File: src/rtl/aes_round_sequencer_if.sv
// rtl/aes_round_sequencer_if.sv - request, key-expansion and datapath-control bundle for the AES round sequencer
interface aes_round_sequencer_if;
  logic       start;
  logic       encOrDec;
  logic [2:0] keySize;
  logic       key_ready;
  logic       key_req;
  logic       ld_msg;
  logic       sub_en;
  logic       shift_en;
  logic       mix_en;
  logic       ark_en;
  logic       inv;
  logic [3:0] round_idx;
  logic       busy;
  logic       doneE;
  logic       doneD;
  logic       err;

  modport master (
    output start, encOrDec, keySize, key_ready,
    input  key_req, ld_msg, sub_en, shift_en, mix_en, ark_en, inv,
    input  round_idx, busy, doneE, doneD, err
  );

  modport slave (
    input  start, encOrDec, keySize, key_ready,
    output key_req, ld_msg, sub_en, shift_en, mix_en, ark_en, inv,
    output round_idx, busy, doneE, doneD, err
  );
endinterface

File: src/rtl/aes_round_sequencer.sv
// rtl/aes_round_sequencer.sv - steps the one-round-per-cycle AES datapath through ARK, Nr-1 rounds and the final round
module aes_round_sequencer #(
  parameter int KEY_WAIT_MAX = 255
) (
  input logic                  clk,
  input logic                  rst,
  aes_round_sequencer_if.slave bus
);

  typedef enum logic [2:0] {
    IDLE   = 3'd0,
    KEYEXP = 3'd1,
    INIT   = 3'd2,
    ROUND  = 3'd3,
    FINAL  = 3'd4,
    DONE   = 3'd5
  } state_t;

  localparam logic [8:0] WAIT_LIMIT = 9'(KEY_WAIT_MAX);

  state_t     state, stateNext;
  logic [7:0] waitCnt, waitCntNext;
  logic [3:0] roundCnt, roundCntNext;
  logic       encLat, encNext;
  logic [3:0] nrLat, nrNext;
  logic       errEvent;

  logic       keyReqReg, ldMsgReg, subReg, shiftReg, mixReg, arkReg, invReg;
  logic       busyReg, doneEReg, doneDReg, errReg;
  logic [3:0] roundIdxReg;

  logic       keyReqNext, ldMsgNext, subNext, shiftNext, mixNext, arkNext, invNext;
  logic       busyNext, doneENext, doneDNext, errNext;
  logic [3:0] roundIdxNext;

  always_ff @(posedge clk) begin
    if (rst) begin
      state       <= IDLE;
      waitCnt     <= '0;
      roundCnt    <= '0;
      encLat      <= 1'b0;
      nrLat       <= '0;
      keyReqReg   <= 1'b0;
      ldMsgReg    <= 1'b0;
      subReg      <= 1'b0;
      shiftReg    <= 1'b0;
      mixReg      <= 1'b0;
      arkReg      <= 1'b0;
      invReg      <= 1'b0;
      busyReg     <= 1'b0;
      doneEReg    <= 1'b0;
      doneDReg    <= 1'b0;
      errReg      <= 1'b0;
      roundIdxReg <= '0;
    end else begin
      state       <= stateNext;
      waitCnt     <= waitCntNext;
      roundCnt    <= roundCntNext;
      encLat      <= encNext;
      nrLat       <= nrNext;
      keyReqReg   <= keyReqNext;
      ldMsgReg    <= ldMsgNext;
      subReg      <= subNext;
      shiftReg    <= shiftNext;
      mixReg      <= mixNext;
      arkReg      <= arkNext;
      invReg      <= invNext;
      busyReg     <= busyNext;
      doneEReg    <= doneENext;
      doneDReg    <= doneDNext;
      errReg      <= errNext;
      roundIdxReg <= roundIdxNext;
    end
  end

  always_comb begin
    stateNext    = state;
    waitCntNext  = waitCnt;
    roundCntNext = roundCnt;
    encNext      = encLat;
    nrNext       = nrLat;
    errEvent     = 1'b0;
    case (state)
      IDLE: begin
        waitCntNext  = '0;
        roundCntNext = '0;
        if (bus.start) begin
          case (bus.keySize)
            3'b100: begin nrNext = 4'd10; encNext = bus.encOrDec; stateNext = KEYEXP; end
            3'b010: begin nrNext = 4'd12; encNext = bus.encOrDec; stateNext = KEYEXP; end
            3'b001: begin nrNext = 4'd14; encNext = bus.encOrDec; stateNext = KEYEXP; end
            default: errEvent = 1'b1;
          endcase
        end
      end
      KEYEXP: begin
        waitCntNext = waitCnt + 8'd1;
        // key_ready takes priority over a timeout landing in the same cycle
        if (bus.key_ready) begin
          stateNext = INIT;
        end else if (({1'b0, waitCnt} + 9'd1) == WAIT_LIMIT) begin
          stateNext = IDLE;
          errEvent  = 1'b1;
        end
      end
      INIT: begin
        waitCntNext  = '0;
        roundCntNext = 4'd1;
        stateNext    = ROUND;
      end
      ROUND: begin
        if (roundCnt == nrLat - 4'd1) begin
          roundCntNext = '0;
          stateNext    = FINAL;
        end else begin
          roundCntNext = roundCnt + 4'd1;
        end
      end
      FINAL:   stateNext = DONE;
      DONE:    stateNext = IDLE;
      default: stateNext = IDLE;
    endcase
  end

  // Outputs are decoded from the upcoming state so the registered copies line up with it
  always_comb begin
    keyReqNext   = (stateNext == KEYEXP);
    ldMsgNext    = (stateNext == INIT);
    subNext      = (stateNext == ROUND) || (stateNext == FINAL);
    shiftNext    = (stateNext == ROUND) || (stateNext == FINAL);
    mixNext      = (stateNext == ROUND);
    arkNext      = (stateNext == INIT) || (stateNext == ROUND) || (stateNext == FINAL);
    busyNext     = (stateNext != IDLE);
    invNext      = (stateNext != IDLE) && !encNext;
    doneENext    = (stateNext == DONE) && encNext;
    doneDNext    = (stateNext == DONE) && !encNext;
    errNext      = errEvent;
    roundIdxNext = '0;
    case (stateNext)
      INIT:    roundIdxNext = encNext ? 4'd0 : nrNext;
      ROUND:   roundIdxNext = encNext ? roundCntNext : (nrNext - roundCntNext);
      FINAL:   roundIdxNext = encNext ? nrNext : 4'd0;
      default: roundIdxNext = '0;
    endcase
  end

  assign bus.key_req   = keyReqReg;
  assign bus.ld_msg    = ldMsgReg;
  assign bus.sub_en    = subReg;
  assign bus.shift_en  = shiftReg;
  assign bus.mix_en    = mixReg;
  assign bus.ark_en    = arkReg;
  assign bus.inv       = invReg;
  assign bus.round_idx = roundIdxReg;
  assign bus.busy      = busyReg;
  assign bus.doneE     = doneEReg;
  assign bus.doneD     = doneDReg;
  assign bus.err       = errReg;

endmodule

File: src/flat_wrapper.sv
// flat-port wrapper written by rule: the top's interface ports become plain ports
module aes_round_sequencer_flat 
#(
  parameter int KEY_WAIT_MAX = 255
)
  (clk, rst, bus_start, bus_encOrDec, bus_keySize, bus_key_ready, bus_key_req, bus_ld_msg, bus_sub_en, bus_shift_en, bus_mix_en, bus_ark_en, bus_inv, bus_round_idx, bus_busy, bus_doneE, bus_doneD, bus_err);
  aes_round_sequencer_if bus_i ();
  input logic clk;
  input logic rst;
  input wire logic [$bits(bus_i.start)-1:0] bus_start;
  input wire logic [$bits(bus_i.encOrDec)-1:0] bus_encOrDec;
  input wire logic [$bits(bus_i.keySize)-1:0] bus_keySize;
  input wire logic [$bits(bus_i.key_ready)-1:0] bus_key_ready;
  output wire logic [$bits(bus_i.key_req)-1:0] bus_key_req;
  output wire logic [$bits(bus_i.ld_msg)-1:0] bus_ld_msg;
  output wire logic [$bits(bus_i.sub_en)-1:0] bus_sub_en;
  output wire logic [$bits(bus_i.shift_en)-1:0] bus_shift_en;
  output wire logic [$bits(bus_i.mix_en)-1:0] bus_mix_en;
  output wire logic [$bits(bus_i.ark_en)-1:0] bus_ark_en;
  output wire logic [$bits(bus_i.inv)-1:0] bus_inv;
  output wire logic [$bits(bus_i.round_idx)-1:0] bus_round_idx;
  output wire logic [$bits(bus_i.busy)-1:0] bus_busy;
  output wire logic [$bits(bus_i.doneE)-1:0] bus_doneE;
  output wire logic [$bits(bus_i.doneD)-1:0] bus_doneD;
  output wire logic [$bits(bus_i.err)-1:0] bus_err;
  assign bus_i.start = bus_start;
  assign bus_i.encOrDec = bus_encOrDec;
  assign bus_i.keySize = bus_keySize;
  assign bus_i.key_ready = bus_key_ready;
  assign bus_key_req = bus_i.key_req;
  assign bus_ld_msg = bus_i.ld_msg;
  assign bus_sub_en = bus_i.sub_en;
  assign bus_shift_en = bus_i.shift_en;
  assign bus_mix_en = bus_i.mix_en;
  assign bus_ark_en = bus_i.ark_en;
  assign bus_inv = bus_i.inv;
  assign bus_round_idx = bus_i.round_idx;
  assign bus_busy = bus_i.busy;
  assign bus_doneE = bus_i.doneE;
  assign bus_doneD = bus_i.doneD;
  assign bus_err = bus_i.err;
  aes_round_sequencer #(.KEY_WAIT_MAX(KEY_WAIT_MAX)) u_core (.clk(clk), .rst(rst), .bus(bus_i));
endmodule
File: config.mk
export PLATFORM = sky130hd
export DESIGN_NAME = aes_round_sequencer_flat
export DESIGN_NICKNAME = d
export VERILOG_FILES = /design/src/rtl/aes_round_sequencer_if.sv /design/src/rtl/aes_round_sequencer.sv /design/src/flat_wrapper.sv
export SDC_FILE = /design/constraint.sdc
export NUM_CORES = 1
export LEC_CHECK = 0
export CAP_MARGIN = 20
export CORE_MARGIN = 2
export CORE_UTILIZATION = 52
export CTS_BUF_LIST = sky130_fd_sc_hd__clkbuf_4 sky130_fd_sc_hd__clkbuf_8
export DETAILED_ROUTE_END_ITERATION = 7
export GPL_ROUTABILITY_DRIVEN = 0
export PLACE_DENSITY = 0.78
export SETUP_SLACK_MARGIN = 0.3
export SLEW_MARGIN = 10
export SYNTH_ARGS = -nofsm -noshare
export SYNTH_HDL_FRONTEND = slang
export SYNTH_SLANG_ARGS = --single-unit
File: constraint.sdc
create_clock -name clk -period 2.8 [get_ports clk]
set_clock_uncertainty 0.15 [all_clocks]
set_input_delay 0.56 -clock clk [delete_from_list [all_inputs] [get_ports clk]]
set_output_delay 0.56 -clock clk [all_outputs]
set_load 0.01 [all_outputs]
==> Implementation_results.wiki, run 1 <==
{| class="wikitable"
! Metric !! Value
|-
| Cell area after synthesis || 1847 µm²
|-
| Number of different library cells in the post-synthesis netlist || 51
|-
| Classification of the worst-slack hold path || flop to flop
|-
| Remaining antenna violation count after routing || 0
|-
| Maximum number of pins on one net before global-route repair || 24
|-
| Static power due to leakage || 0.9457 nW
|-
| Buffers from clock root to sink, at most || 2
|-
| H-tree levels || 2
|-
| Critical-path maximum fanout || 4
|-
| Antenna violations before repair || 0
|-
| Sort of element at the start of the critical path || input port
|-
| Starting density of the core || 0.5491
|-
| Clock tree from TritonCTS || built
|-
| Ranking of synthesized cells by area || sky130_fd_sc_hd__dfxtp_1, sky130_fd_sc_hd__nor2_1, sky130_fd_sc_hd__ha_1
|-
| Top_reg_cell synth || sky130_fd_sc_hd__dfxtp_1
|-
| Detailed placer's ending HPWL || 3191 µm
|-
| Hold violation total from the final report || 0
|-
| FF/Latch Area || 685.7 µm²
|-
| Run status || completed
|-
| Share of the clock period used by the worst path after layout || 0.9906
|-
| Area used by multi-input combinational logic || 1179 µm²
|-
| Capturing element of the worst setup path || u_core.bus.round_idx[3]
|-
| Min cycle time layout || 2.774 ns
|-
| Total Die Area || 4044 µm²
|-
| Port-buffer cells || 22
|-
| First-pass detailed-route iteration total || 4
|-
| DP Cell Count || 297
|-
| Slew HR || 0.5508
|-
| Synth Area per Inst || 8.590 µm²
|-
| Die outline width || 63.60 µm
|-
| Core region area || 3363 µm²
|-
| Hold buffers post-CTS || 0
|-
| Clock Sinks || 34
|-
| RSZ-0062 raised after global routing || true
|-
| Number of DRC markers in iteration 0 || 94
|-
| Number of vias per cell after detailed routing || 5.591
|-
| Total wire length || 4372 µm
|-
| Final core utilization || 0.7347
|-
| Fraction of registers with async set/reset || 0
|-
| Number of cell rows || 21
|-
| Cell taking the most area after synthesis || sky130_fd_sc_hd__dfxtp_1
|-
| Nets || 277
|-
| Setup total negative slack || 0 ns
|-
| Number of pins with negative max-slew slack in the final report || 0
|-
| Largest family of logic cells by synthesized area || simple AND/OR/NAND/NOR gates
|-
| Post-DR wirelength/cell || 14.19 µm
|-
| Maximum operating frequency || 0.3605 GHz
|-
| Post-synthesis simple-gate area fraction || 0.2283
|-
| Number of fill cells || 274
|-
| Reg-to-Reg Start || u_core.nrLat[0]
|-
| Fraction of final layout cells with drive strength greater than 1 || 0.2519
|-
| Worst Reg-to-Reg Cells || 13
|-
| First-pass GRT wire length || 7438 µm
|-
| R2R setup slack || 0.05 ns
|-
| Crit path required time || 2.93 ns
|-
| Clk Tree Root Cell || sky130_fd_sc_hd__clkbuf_4
|-
| Crit. End Element || flop
|-
| Area Overhead vs Synth || 33.81%
|-
| Post-synthesis compound-gate area fraction || 0.2215
|-
| CP Class || input port to flop
|-
| Via count of the first global-routing pass || 1625
|-
| Number of remaining DRC errors || 0
|-
| Clk slew on worst S/H paths || 0.10 ns
|-
| Sequential fraction of the synthesis area || 0.3686
|-
| Number of synthesized flops with an enable pin || 0
|-
| Final standard cell area without fillers || 2471 µm²
|-
| Worst slew pin tran || 0.6739 ns
|-
| Xor-xnor portion of the synthesized cell area || 0.05962
|-
| First element of the critical path || bus_start
|-
| CTS Buf Count || 5
|-
| Warnings, synthesis || 0
|-
| Post-synthesis net count || 231
|-
| Height of the die || 63.60 µm
|-
| Setup-violating endpoint count in the final report || 0
|-
| Leftover overflow at the end of global routing || 0
|-
| Post-Synth Adder-Cell Area || 0.05827
|-
| Data arrival at the endpoint of the critical path || 2.90 ns
|-
| Fraction of synthesized cell area taken by the top area cell type || 0.3686
|-
| Worst r2r dst || u_core.bus.round_idx[3]
|-
| Multiplexer share of the synthesized area || 0.01423
|-
| Max-cap violations || 0
|-
| Filler-free cell count of the finished design || 308
|-
| Power density normalized to cell area || 455.1 nW/µm²
|-
| Peak supply drop || 0.3036 mV
|-
| Total vias in the final route || 1722
|-
| Flip-flop and latch count after synthesis || 34
|-
| Mapped Cells || 215
|-
| Global router's overall resource usage || 0.2353
|-
| Clk Latency, worst-skew pair || 0.35 ns
|-
| Placed cell areas || 2307 µm²
|-
| Top-level I/O count || 23
|-
| # diodes || 0
|}
-- final cells by class --
| type | count | area share |
|---|---|---|
| Clock buffer | 8 | 0.03190 |
| Inverter | 11 | 0.01671 |
| Multi-Input combinational cell | 160 | 0.4770 |
| Sequential cell | 34 | 0.2775 |
| Tap cell | 46 | 0.02329 |
| Timing Repair Buffer | 49 | 0.1737 |
-- how the worst min path moves through the flow --
stage / end / slack [ns] / depth (start not counted) / startpoint
floorplan: u_core.waitCnt[5] / 0.32 / 1 / u_core.waitCnt[5]
global placement: u_core.waitCnt[5] / 0.35 / 1 / u_core.waitCnt[5]
detailed placement: u_core.waitCnt[5] / 0.35 / 1 / u_core.waitCnt[5]
CTS: u_core.waitCnt[5] / 0.37 / 1 / u_core.waitCnt[5]
global route: u_core.waitCnt[5] / 0.39 / 1 / u_core.waitCnt[5]
finish: u_core.waitCnt[5] / 0.37 / 1 / u_core.waitCnt[5]
-- state kept, by name (all words and copies together), names as in the netlist --
name,count
u_core.bus.busy,1
u_core.nrLat,4
u_core.bus.sub_en,1
u_core.bus.round_idx,4
u_core.bus.ld_msg,1
u_core.bus.ark_en,1
u_core.state,3
u_core.bus.doneE,1
u_core.bus.key_req,1
u_core.encLat,1
u_core.roundCnt,4
u_core.waitCnt,8
u_core.bus.doneD,1
u_core.bus.err,1
u_core.bus.mix_en,1
u_core.bus.inv,1
-- Yosys cell counts (2+ instances only) --
master and number:
sky130_fd_sc_hd__nor2_1 24, sky130_fd_sc_hd__nand3_1 7, sky130_fd_sc_hd__o21ai_0 6, sky130_fd_sc_hd__o31a_1 3, sky130_fd_sc_hd__dfxtp_1 34, sky130_fd_sc_hd__a22oi_1 4, sky130_fd_sc_hd__nand2_1 20, sky130_fd_sc_hd__a21o_1 2
sky130_fd_sc_hd__xnor2_1 6, sky130_fd_sc_hd__o22ai_1 2, sky130_fd_sc_hd__or2_2 2, sky130_fd_sc_hd__inv_1 11, sky130_fd_sc_hd__nand2b_1 4, sky130_fd_sc_hd__nor3_1 6, sky130_fd_sc_hd__buf_1 2, sky130_fd_sc_hd__and3_1 2
sky130_fd_sc_hd__clkbuf_1 5, sky130_fd_sc_hd__a21oi_1 14, sky130_fd_sc_hd__and2_1 2, sky130_fd_sc_hd__nand3b_1 3, sky130_fd_sc_hd__nor2b_1 5, sky130_fd_sc_hd__a311oi_1 5, sky130_fd_sc_hd__ha_1 7, sky130_fd_sc_hd__a211oi_1 9
sky130_fd_sc_hd__xor2_1 4
-- report_power, final --
group,switching [W],leakage (nW),internal [W]
combinational,0.000131,0.623,0.000136
clock,0.000168,0.0446,0.000171
sequential,0.0000164,0.278,0.000503
total,0.000315,0.946,0.000810
-- metal layers --
layer	part of all wire	GRT usage
met5	0	0
met4	0.012	0.08967
met3	0.057	0.06250
met2	0.47	0.3829
met1	0.46	0.2973
-- logic make-up (layout without fill, tap and decap cells) --
group | count (synthesis) | in the layout
AND/OR/NAND/NOR | 82 | 82
flip-flops | 34 | 34
XOR/XNOR | 11 | 11
buffers and inverters | 21 | 68
adder cells (fa/ha/maj) | 8 | 8
AO/OA/AOI/OAI | 57 | 57
multiplexers | 2 | 2
-- timing repair --
| item | CTS | global route |
|---|---|---|
| resized for setup | 4 | 9 |
| buffers inserted | 3 | 0 |
| pin swaps | 3 | 3 |
| gates cloned | 0 | 0 |
| setup endpoints to repair | 4 | 6 |
-- through the flow --
stage | hold slack, ns | total power (W) | setup WS [ns]
final | 0.3724 | 0.001125 | 0.02626
after CTS | 0.3677 | 0.001116 | 0.06390
after global placement | 0.3456 | 0.0007650 | -0.2931
after floorplan | 0.3213 | 0.0006758 | 0.1805
after detailed placement | 0.3515 | 0.0007696 | -0.3683
after global routing | 0.3931 | 0.001184 | -0.1320
-- placed cells by master (no fill, tap or decap), types with 5 or more instances in the layout --
cell / instances
sky130_fd_sc_hd__nor2_1: 23
sky130_fd_sc_hd__a211oi_1: 7
sky130_fd_sc_hd__dfxtp_1: 30
sky130_fd_sc_hd__nand3_1: 7
sky130_fd_sc_hd__nor3_1: 6
sky130_fd_sc_hd__clkbuf_4: 5
sky130_fd_sc_hd__inv_1: 8
sky130_fd_sc_hd__buf_4: 26
sky130_fd_sc_hd__a21oi_1: 13
sky130_fd_sc_hd__nor2b_1: 5
sky130_fd_sc_hd__clkdlybuf4s50_1: 21
sky130_fd_sc_hd__nand2_1: 20
sky130_fd_sc_hd__ha_1: 5
sky130_fd_sc_hd__a311oi_1: 5
-- critical path: stages --
cell and delay [ns]:
sky130_fd_sc_hd__clkdlybuf4s50_1 0.49, sky130_fd_sc_hd__nor4b_4 0.29, sky130_fd_sc_hd__a21oi_1 0.11, sky130_fd_sc_hd__a21oi_1 0.24
sky130_fd_sc_hd__ha_1 0.29, sky130_fd_sc_hd__a21o_1 0.21, sky130_fd_sc_hd__a31oi_4 0.19, sky130_fd_sc_hd__xnor2_2 0.14
sky130_fd_sc_hd__o32ai_2 0.09, sky130_fd_sc_hd__xor2_1 0.14, sky130_fd_sc_hd__o22ai_1 0.15
Note: power is estimated with default switching activity, not from simulation.
==> inputs of run 2 (changes only) <==
CORE_MARGIN = 1   (was 2)
REMOVE_ABC_BUFFERS = 1   (was not set)
==> Implementation_results.wiki, run 2 (synthesized netlist as in run 1, its figures left out) <==
{| class="wikitable"
! Metric !! Value
|-
| Run status || finished, violations left (was completed)
|-
| Violations in the final reports || setup timing
|-
| Clk slew on worst S/H paths || 0.11 ns (was 0.10 ns)
|-
| H-tree levels || 2 (unchanged)
|-
| Maximum number of pins on one net before global-route repair || 15 (was 24)
|-
| Most frequent cells in the layout || sky130_fd_sc_hd__buf_4, sky130_fd_sc_hd__dfxtp_1, sky130_fd_sc_hd__nor2_1 (was sky130_fd_sc_hd__dfxtp_1, sky130_fd_sc_hd__buf_4, sky130_fd_sc_hd__nor2_1)
|-
| Leftover overflow at the end of global routing || 0 (unchanged)
|-
| Number of DRC markers in iteration 0 || 129 (was 94)
|-
| Clk Tree Root Cell || sky130_fd_sc_hd__clkbuf_4 (unchanged)
|-
| Total wire length || 4993 µm (was 4372 µm)
|-
| Critical-path maximum fanout || 3 (was 4)
|-
| Number of pins with negative max-slew slack in the final report || 0 (unchanged)
|-
| Via count of the first global-routing pass || 1603 (was 1625)
|-
| Max-cap violations || 0 (unchanged)
|-
| Global router's overall resource usage || 0.2637 (was 0.2353)
|-
| Starting density of the core || 0.5491 (unchanged)
|-
| Most flop-heavy register || u_core.waitCnt (unchanged)
|-
| Setup total negative slack || -0.1155 ns (was 0 ns)
|-
| Worst Path Buf+Inv || 5 (was 1)
|-
| Setup-violating endpoint count in the final report || 3 (was 0)
|-
| Number of flip-flops under the largest register name || 8 (unchanged)
|-
| CTS Buf Count || 5 (unchanged)
|-
| Clock Sinks || 34 (unchanged)
|-
| Clk Latency, worst-skew pair || 0.35 ns (about the same)
|-
| Worst slew pin tran || 0.6423 ns (was 0.6739 ns)
|-
| Power density normalized to cell area || 437.6 nW/µm² (was 455.1 nW/µm²)
|-
| Largest delay share family, worst path || compound AO/OA/AOI/OAI gates (unchanged)
|-
| Worst r2r dst || u_core.bus.round_idx[3] (unchanged)
|-
| Fraction of final layout cells with drive strength greater than 1 || 0.2847 (was 0.2519)
|-
| Total vias in the final route || 1853 (was 1722)
|-
| Post-DR wirelength/cell || 15.60 µm (was 14.19 µm)
|-
| Biggest cell delay along the critical path || 0.35 ns (was 0.49 ns)
|-
| Placement-stage worst setup slack || -0.3115 ns (was -0.3683 ns)
|-
| Nets || 289 (was 277)
|-
| Worst-path cell chain || inv_2 -> ha_4 -> xnor2_4 -> buf_6 -> nor3b_4 -> and2_4 -> o31a_1 -> inv_2 -> ha_4 -> inv_4 -> buf_6 -> a31oi_4 -> xnor2_2 -> o32ai_2 -> xor2_1 -> o22ai_1 (was clkdlybuf4s50_1 -> nor4b_4 -> a21oi_1 -> a21oi_1 -> ha_1 -> a21o_1 -> a31oi_4 -> xnor2_2 -> o32ai_2 -> xor2_1 -> o22ai_1)
|-
| DP Cell Count || 307 (was 297)
|-
| Slew HR || 0.5718 (was 0.5508)
|-
| # diodes || 0 (unchanged)
|-
| Static power due to leakage || 1.018 nW (was 0.9457 nW)
|-
| WP depth || 16 (was 11)
|-
| Core region area || 3363 µm² (unchanged)
|-
| Sort of element at the start of the critical path || flop (was input port)
|-
| Worst Reg-to-Reg Cells || 16 (was 13)
|-
| R2R setup slack || -0.05 ns (was 0.05 ns)
|-
| First-pass GRT wire length || 7217 µm (was 7438 µm)
|-
| Top-level I/O count || 23 (unchanged)
|-
| Hold violation total from the final report || 0 (unchanged)
|-
| Area Overhead vs Synth || 40.51% (was 33.81%)
|-
| Share of the clock period used by the worst path after layout || 1.017 (was 0.9906)
|-
| Total chip power || 0.001136 W (was 0.001125 W)
|-
| Remaining antenna violation count after routing || 0 (unchanged)
|-
| Number of cell rows || 21 (unchanged)
|-
| Die outline width || 61.60 µm (was 63.60 µm)
|-
| Reg-to-Reg Start || u_core.nrLat[1] (was u_core.nrLat[0])
|-
| Crit. End Element || flop (unchanged)
|-
| Capturing element of the worst setup path || u_core.bus.round_idx[3] (unchanged)
|-
| Peak supply drop || 0.3534 mV (was 0.3036 mV)
|-
| Worst path setup slack after routing || -0.04771 ns (was 0.02626 ns)
|-
| Port-buffer cells || 22 (unchanged)
|-
| Total Die Area || 3794 µm² (was 4044 µm²)
|-
| Buffers from clock root to sink, at most || 2 (unchanged)
|-
| First-pass detailed-route iteration total || 4 (unchanged)
|-
| Maximum operating frequency || 0.3512 GHz (was 0.3605 GHz)
|-
| Number of vias per cell after detailed routing || 5.791 (was 5.591)
|-
| Clock tree from TritonCTS || built (unchanged)
|-
| Crit path required time || 2.89 ns (was 2.93 ns)
|-
| Filler-free cell count of the finished design || 320 (was 308)
|-
| Critical-path cell with the highest stage delay || sky130_fd_sc_hd__dfxtp_2 (was sky130_fd_sc_hd__clkdlybuf4s50_1)
|-
| Classification of the worst-slack hold path || flop to flop (unchanged)
|-
| Hold buffers post-CTS || 0 (unchanged)
|-
| Most common library cell in the layout ignoring fill and taps || sky130_fd_sc_hd__buf_4 (was sky130_fd_sc_hd__dfxtp_1)
|-
| Detailed placer's ending HPWL || 3222 µm (was 3191 µm)
|-
| CP Class || flop to flop (was input port to flop)
|-
| Number of remaining DRC errors || 0 (unchanged)
|-
| Antenna violations before repair || 0 (unchanged)
|-
| RSZ-0062 raised after global routing || true (unchanged)
|-
| First element of the critical path || u_core.nrLat[1] (was bus_start)
|-
| Min cycle time layout || 2.848 ns (was 2.774 ns)
|-
| Height of the die || 61.60 µm (was 63.60 µm)
|-
| Data arrival at the endpoint of the critical path || 2.94 ns (was 2.90 ns)
|}
run 2: cell types whose count changed in the layout (fill, tap and decap cells not counted), moves of 2 or more:
cell                       previous run  this run
sky130_fd_sc_hd__a211oi_2             2         0
sky130_fd_sc_hd__ha_4                 1         4
sky130_fd_sc_hd__a211oi_1             7         9
sky130_fd_sc_hd__ha_1                 5         3
sky130_fd_sc_hd__clkbuf_8             3         1
sky130_fd_sc_hd__dfxtp_2              4         2
sky130_fd_sc_hd__buf_6                1         3
sky130_fd_sc_hd__buf_4               26        36
run 2: power by group:
group,internal (W),switching [W]
Clock,0.000131,0.000178
Combinational,0.000161,0.000148
Sequential,0.000502,0.0000142
run 2: per-layer routing:
layer  vias to the layer above  global-route usage  wire length, µm
met3                        11             0.07563              290
met4                         0             0.09206              110
met5                         -                   0                0
met2                        72              0.4409             2483
met1                       875              0.3239             2109
li1                        895                   -                -
run 2: area by class of cell:
cell class,count,area (µm²)
inverters,11,43.79
fillers,250,768.2
well taps,46,57.56
clock inverters,1,5.005
repair buffers,61,526.8
clock buffers,7,58.81
flip-flops and latches,34,686.9
multi-input cells,160,1216
run 2: per-stage QoR:
step           instance area [µm²]    util  hold WS [ns]
2_1_floorplan                 1797       -        0.3163
3_3_place_gp                  2330  0.6927        0.3557
3_5_place_dp                  2330  0.6927        0.3580
4_1_cts                       2489  0.7400        0.3780
5_1_grt                       2595  0.7716        0.4098
6_report                      2595  0.7716        0.3851
run 2: worst register-to-register path: cells and delay by family, from the launching register on:
kind | cells | cell delay [ns]
buffers and inverters | 5 | 0.39
and+or+nand+nor | 2 | 0.46
xor gates and xnor gates | 3 | 0.46
AOI/OAI and AO/OA | 4 | 0.52
DFF | 1 | 0.35
adders and majority gates | 2 | 0.42
run 2: worst min path at each step:
stage,start,to,slack (ns),depth (start not counted)
2_1_floorplan,u_core.waitCnt[5],u_core.waitCnt[5],0.32,1
3_3_place_gp,u_core.waitCnt[5],u_core.waitCnt[5],0.36,1
3_5_place_dp,u_core.waitCnt[5],u_core.waitCnt[5],0.36,1
4_1_cts,u_core.waitCnt[5],u_core.waitCnt[5],0.38,1
5_1_grt,u_core.waitCnt[5],u_core.waitCnt[5],0.41,1
6_report,u_core.waitCnt[5],u_core.waitCnt[5],0.39,1
run 2: repair_timing:
item,CTS,global route
pin swaps,13,11
setup endpoints to repair,4,4
setup buffers,1,4
resized for setup,18,17
==> edit 1: new RTL, flow settings as in run 1 <==
Re-encode `state_t` (6 states) as one-hot, 6 bits wide.
--- a/src/rtl/aes_round_sequencer.sv
+++ b/src/rtl/aes_round_sequencer.sv
@@ -8,11 +8,11 @@
 );
 
-  typedef enum logic [2:0] {
-    IDLE   = 3'd0,
-    KEYEXP = 3'd1,
-    INIT   = 3'd2,
-    ROUND  = 3'd3,
-    FINAL  = 3'd4,
-    DONE   = 3'd5
+  typedef enum logic [5:0] {
+    IDLE   = 6'b000001,
+    KEYEXP = 6'b000010,
+    INIT   = 6'b000100,
+    ROUND  = 6'b001000,
+    FINAL  = 6'b010000,
+    DONE   = 6'b100000
   } state_t;
 
Check against the original RTL: no difference found for any inputs over 10 cycles, from zero or initial values and one cycle with rst high; not proved beyond that.
==> edit 1 against run 1 <==
  * Design area up 17%
  * Fmax down 6.5%
  * Routed wire length up 18%
  * Register-to-register slack worse by 220 ps
  * Area after synthesis up 7.3%
  * Sequential cell count up 3
  * Via count up 15%
  * Setup slack worse by 190 ps
  * Sequential share of layout area down 1.8 points
  * The flow now finishes with violations (negative setup slack)
  * Power up 23%
  * Critical endpoint unchanged
  * Global-route usage up 1.7 points
  * Combinational power up 37%
  * Critical path type is now reg2reg
  * Sequential power up 7.5%
==> edit 1: results (changes against run 1) <==
* Status: finished, violations left
* Vias in the first global route at 1839 (+13%)
* WL final at 5170 microns (+18%)
* Met1 Wirelength at 2400 microns (+20%)
* Seq/Total Area, Yosys at 37.4% (+0.52 points)
* Fin worst setup slack at -166 ps (-192 ps)
* H-tree levels at 2 (unchanged)
* CTS Buf Count at 5 (unchanged)
* Leak Pwr at 1.21 nW (+28%)
* Final setup TNS at -247 ps (-247 ps)
* DRT Pass-1 Iters at 4 (unchanged)
* Layout cell share with drive strength beyond 1 at 32.6% (+7.4 points)
* Fin nets at 331 (+19%)
* Asr flop ratio synth at 0% (unchanged)
* DRT iter0 DRCs at 106 (+13%)
* HPWL Detailed at 3550 microns (+11%)
* Total track usage at 25.2% (+1.7 points)
* Slowest stage delay, CP at 330 ps (-160 ps)
* WL met2 at 2440 microns (+18%)
* Max stage delay cell, worst path: dfxtp_2
* Vias at 1973 (+15%)
* Int Power at 0.993 mW (+23%)
* Yosys cell types at 58 (+14%)
* Syn Nets at 251 (+8.7%)
* CTS max path bufs at 2 (unchanged)
* Met3 usage at 6.34% (+0.086 points)
* Arrival @ worst endpoint at 2970 ps (+70 ps)
* Setup WS pre-CTS at -692 ps (-324 ps)
* Met2 GRT Util at 41.4% (+3.1 points)
* Initial antenna violation count at 0 (unchanged)
* Slew HR at 69.1% (+14 points)
* Syn_area_per_cell at 8.43 sq um (-1.8%)
* Met1 global-route usage at 32.2% (+2.5 points)
* Placed Instances at 345 (+16%)
* Most common cell after layout, fill and taps aside: buf_4
* Routed wl met3 at 249 microns (-0.80%)
* Hold Crit Class: reg2reg
* Largest net degree at the start of global routing at 18 (-25%)
* Antenna Cells at 0 (unchanged)
* Final Non-Filler Cells at 364 (+18%)
* Clk slew on worst S/H paths at 80 ps (-20 ps)
* Clk_lat worst skew at 290 ps (-60 ps)
* Critical path's top delay family: compound AO/OA/AOI/OAI gates
* Worst vdd ir at 0.000322 V (+6.2%)
* Yosys warns at 0 (unchanged)
* Regs by FF count: u_core.waitCnt x8, u_core.state x6
* First-pass GRT wire length at 8260 microns (+11%)
* Final setup violating endpoints at 2 (+2)
* Commonest cells in the netlist: 37 x dfxtp_1, 32 x nor2_1, 24 x a21oi_1
* Port Buffers at 22 (unchanged)
* Failing checks: negative setup slack
* Root Buffer: clkbuf_8
* FILL cells at 239 (-13%)
* DR top layer: met4
* Synth area leaders: dfxtp_1 37%, a21oi_1 6.1%, nor2_1 6.1%, ha_1 4.4%, xnor2_1 4.0%
* Worst-path maximum fanout at 3 (-1)
* DP Area at 2590 sq um (+12%)
edit 1: cell count changes after synthesis, sizes merged, moves of 4 or more:
cell | before | now
nor2 | 24 | 32
nand3 | 7 | 12
nand2 | 20 | 14
a21oi | 14 | 26
a311oi | 5 | 0
a211oi | 9 | 5
o21ai | 6 | 11
edit 1: kinds of logic after synthesis:
logic type	Yosys count	share of synthesized area [%]
and+or+nand+nor	94	25.1
AOI/OAI and AO/OA	63	20.9
DFF	37	37.4
buffers and inverters	19	4.23
xor gates and xnor gates	13	6.50
adders and majority gates	8	5.43
muxes	1	0.505
edit 1: power by group through the flow:
| stage | registers [mW] | clock network (mW) | logic [mW] |
|---|---|---|---|
| after global placement | 0.570 | 0 | 0.301 |
| after detailed placement | 0.570 | 0 | 0.307 |
| after floorplan | 0.576 | 0 | 0.168 |
| after CTS | 0.558 | 0.465 | 0.344 |
| after global routing | 0.560 | 0.490 | 0.394 |
| final | 0.558 | 0.461 | 0.364 |
edit 1: layout make-up:
cell class	count	area, sq um	share of cell area [%]
well taps	48	60.1	2.08
clock inverters	3	43.8	1.51
repair buffers	81	673	23.3
inverters	11	41.3	1.43
flip-flops and latches	37	751	26.0
multi-input cells	179	1250	43.4
clock buffers	5	68.8	2.38
edit 1: timing repair:
item	in CTS	in global routing
gates resized for setup	22	9
endpoints found under the setup margin	3	4
buffers inserted	10	1
pin swaps	17	7
hold endpoints to repair	0	0
edit 1: final timing paths:
check / from / to / slack [ps] / cells after the start
max: u_core.nrLat[0] / u_core.bus.round_idx[3] / -170 / 15
min: u_core.waitCnt[4] / u_core.waitCnt[4] / 350 / 2
max reg2reg: u_core.nrLat[0] / u_core.bus.round_idx[3] / -170 / 15
min reg2reg: u_core.waitCnt[4] / u_core.waitCnt[4] / 350 / 2
==> edit 2: new RTL, flow settings as in run 1 <==
Made on the original files. Make the reset (`rst`) asynchronous in one clocked block.
--- a/src/rtl/aes_round_sequencer.sv
+++ b/src/rtl/aes_round_sequencer.sv
@@ -34,5 +34,5 @@
   logic [3:0] roundIdxNext;
 
-  always_ff @(posedge clk) begin
+  always_ff @(posedge clk or posedge rst) begin
     if (rst) begin
       state       <= IDLE;
Function: differs if rst is asserted again (counterexample within 4 cycles, from zero or initial values and one cycle with rst high); with rst held inactive, the same outputs for 10 cycles.
==> edit 2 against run 1 <==
  * The flow now finishes with violations (negative setup slack)
  * First-iteration DRC count rose by 41%
  * Critical path depth rose by 2
  * Sequential cell count did not move
  * Count of clock-buffer cells in the layout fell by 1
  * Area after synthesis rose by 4.1%
  * Utilization fell by 2.3 points
  * Routed wire length rose by 1.6%
  * Setup slack got worse by 150 ps
  * Hold slack improved by 41 ps
  * Design area rose by 3.9%
  * Non-clock buffer count rose by 2
  * Highest routed layer unchanged
Power is not compared: it rests on default switching activity, and its combinational part moved more than twofold at a synthesized area within 25%.
==> edit 2: results (changes against run 1) <==
* Status: finished, violations left
* Failing checks: negative setup slack
* Slowest stage delay, CP at 380 ps (-110 ps)
* Routed wl met3 at 286 microns (+14%)
* Root Buffer: clkbuf_8
* WL final at 4440 microns (+1.6%)
* Total track usage at 23.9% (+0.38 points)
* Post-CTS Setup Repair Bufs at 1 (-2)
* Met2 GRT Util at 37.9% (-0.40 points)
* Origin of the worst setup path: u_core.nrLat[0]
* HP Start: u_core.waitCnt[6]
* Post-CTS Resized at 13 (+9)
* Critical path's top delay family: compound AO/OA/AOI/OAI gates
* Layout cell share with drive strength beyond 1 at 24.4% (-0.80 points)
* Multiplexer share of the synthesized area at 1.95% (+0.53 points)
* Syn Nets at 212 (-8.2%)
* Synth area leaders: dfrtp_1 44%, a22o_1 5.0%, ha_1 4.6%, nand2_1 3.7%, xor2_1 3.6%
* Final setup violating endpoints at 1 (+1)
* DRT Pass-1 Iters at 5 (+1)
* Worst-path maximum fanout at 3 (-1)
* Placed Instances at 284 (-4.4%)
* Fin worst setup slack at -124 ps (-151 ps)
* Commonest cells in the netlist: 34 x dfrtp_1, 19 x nand2_1, 12 x nor2_1
* Multi-input combinational cell area at 1070 sq um (-9.2%)
* First-pass GRT wire length at 7530 microns (+1.3%)
* Critical Path End: u_core.bus.round_idx[3]
* Slew HR at 71.9% (+17 points)
* WHS at 414 ps (+41.3 ps)
* Per-cell routed wire length at 15.1 microns (+6.4%)
* Vias at 1686 (-2.1%)
* Syn_area_per_cell at 9.81 sq um (+14%)
* DRT iter0 DRCs at 133 (+41%)
* Hold Path Sink: u_core.waitCnt[6]
* FILL cells at 267 (-2.6%)
* Asr flop ratio synth at 100% (+100 points)
* Max stage delay cell, worst path: dfrtp_1
* Setup WS pre-CTS at -454 ps (-85.6 ps)
* Vias in the first global route at 1553 (-4.4%)
* Fin nets at 261 (-5.8%)
* Complex-gate fraction of the synthesized area at 19.0% (-3.1 points)
* Met1 global-route usage at 32.4% (+2.7 points)
* Adder-Cell Fraction of Synth Area at 5.60% (-0.23 points)
* Yosys cell types at 50 (-2.0%)
* Arrival @ worst endpoint at 2950 ps (+50 ps)
-- edit 2: cell count changes in the layout (fill, tap and decap cells not counted), sizes merged, moves of 6 or more --
| cell | change |
|---|---|
| a211oi | -6 |
| a22o | +10 |
| dfrtp | +34 |
| dfxtp | -34 |
| nor2 | -12 |
-- edit 2: power groups by stage --
| stage | Combinational [mW] | Sequential [mW] | Clock, mW |
|---|---|---|---|
| after floorplan | 0.807 | 0.762 | 0 |
| after global routing | 1.62 | 0.768 | 0.408 |
| after detailed placement | 1.33 | 0.753 | 0 |
| after global placement | 1.28 | 0.746 | 0 |
| after CTS | 1.40 | 0.751 | 0.385 |
| final | 1.46 | 0.752 | 0.378 |
-- edit 2: layout make-up --
cell class | instances | share of cell area, %
repair buffers | 51 | 17.4
multi-input cells | 141 | 41.7
flip-flops and latches | 34 | 33.1
well taps | 48 | 2.34
inverters | 12 | 1.75
clock buffers | 7 | 3.51
clock inverters | 1 | 0.195
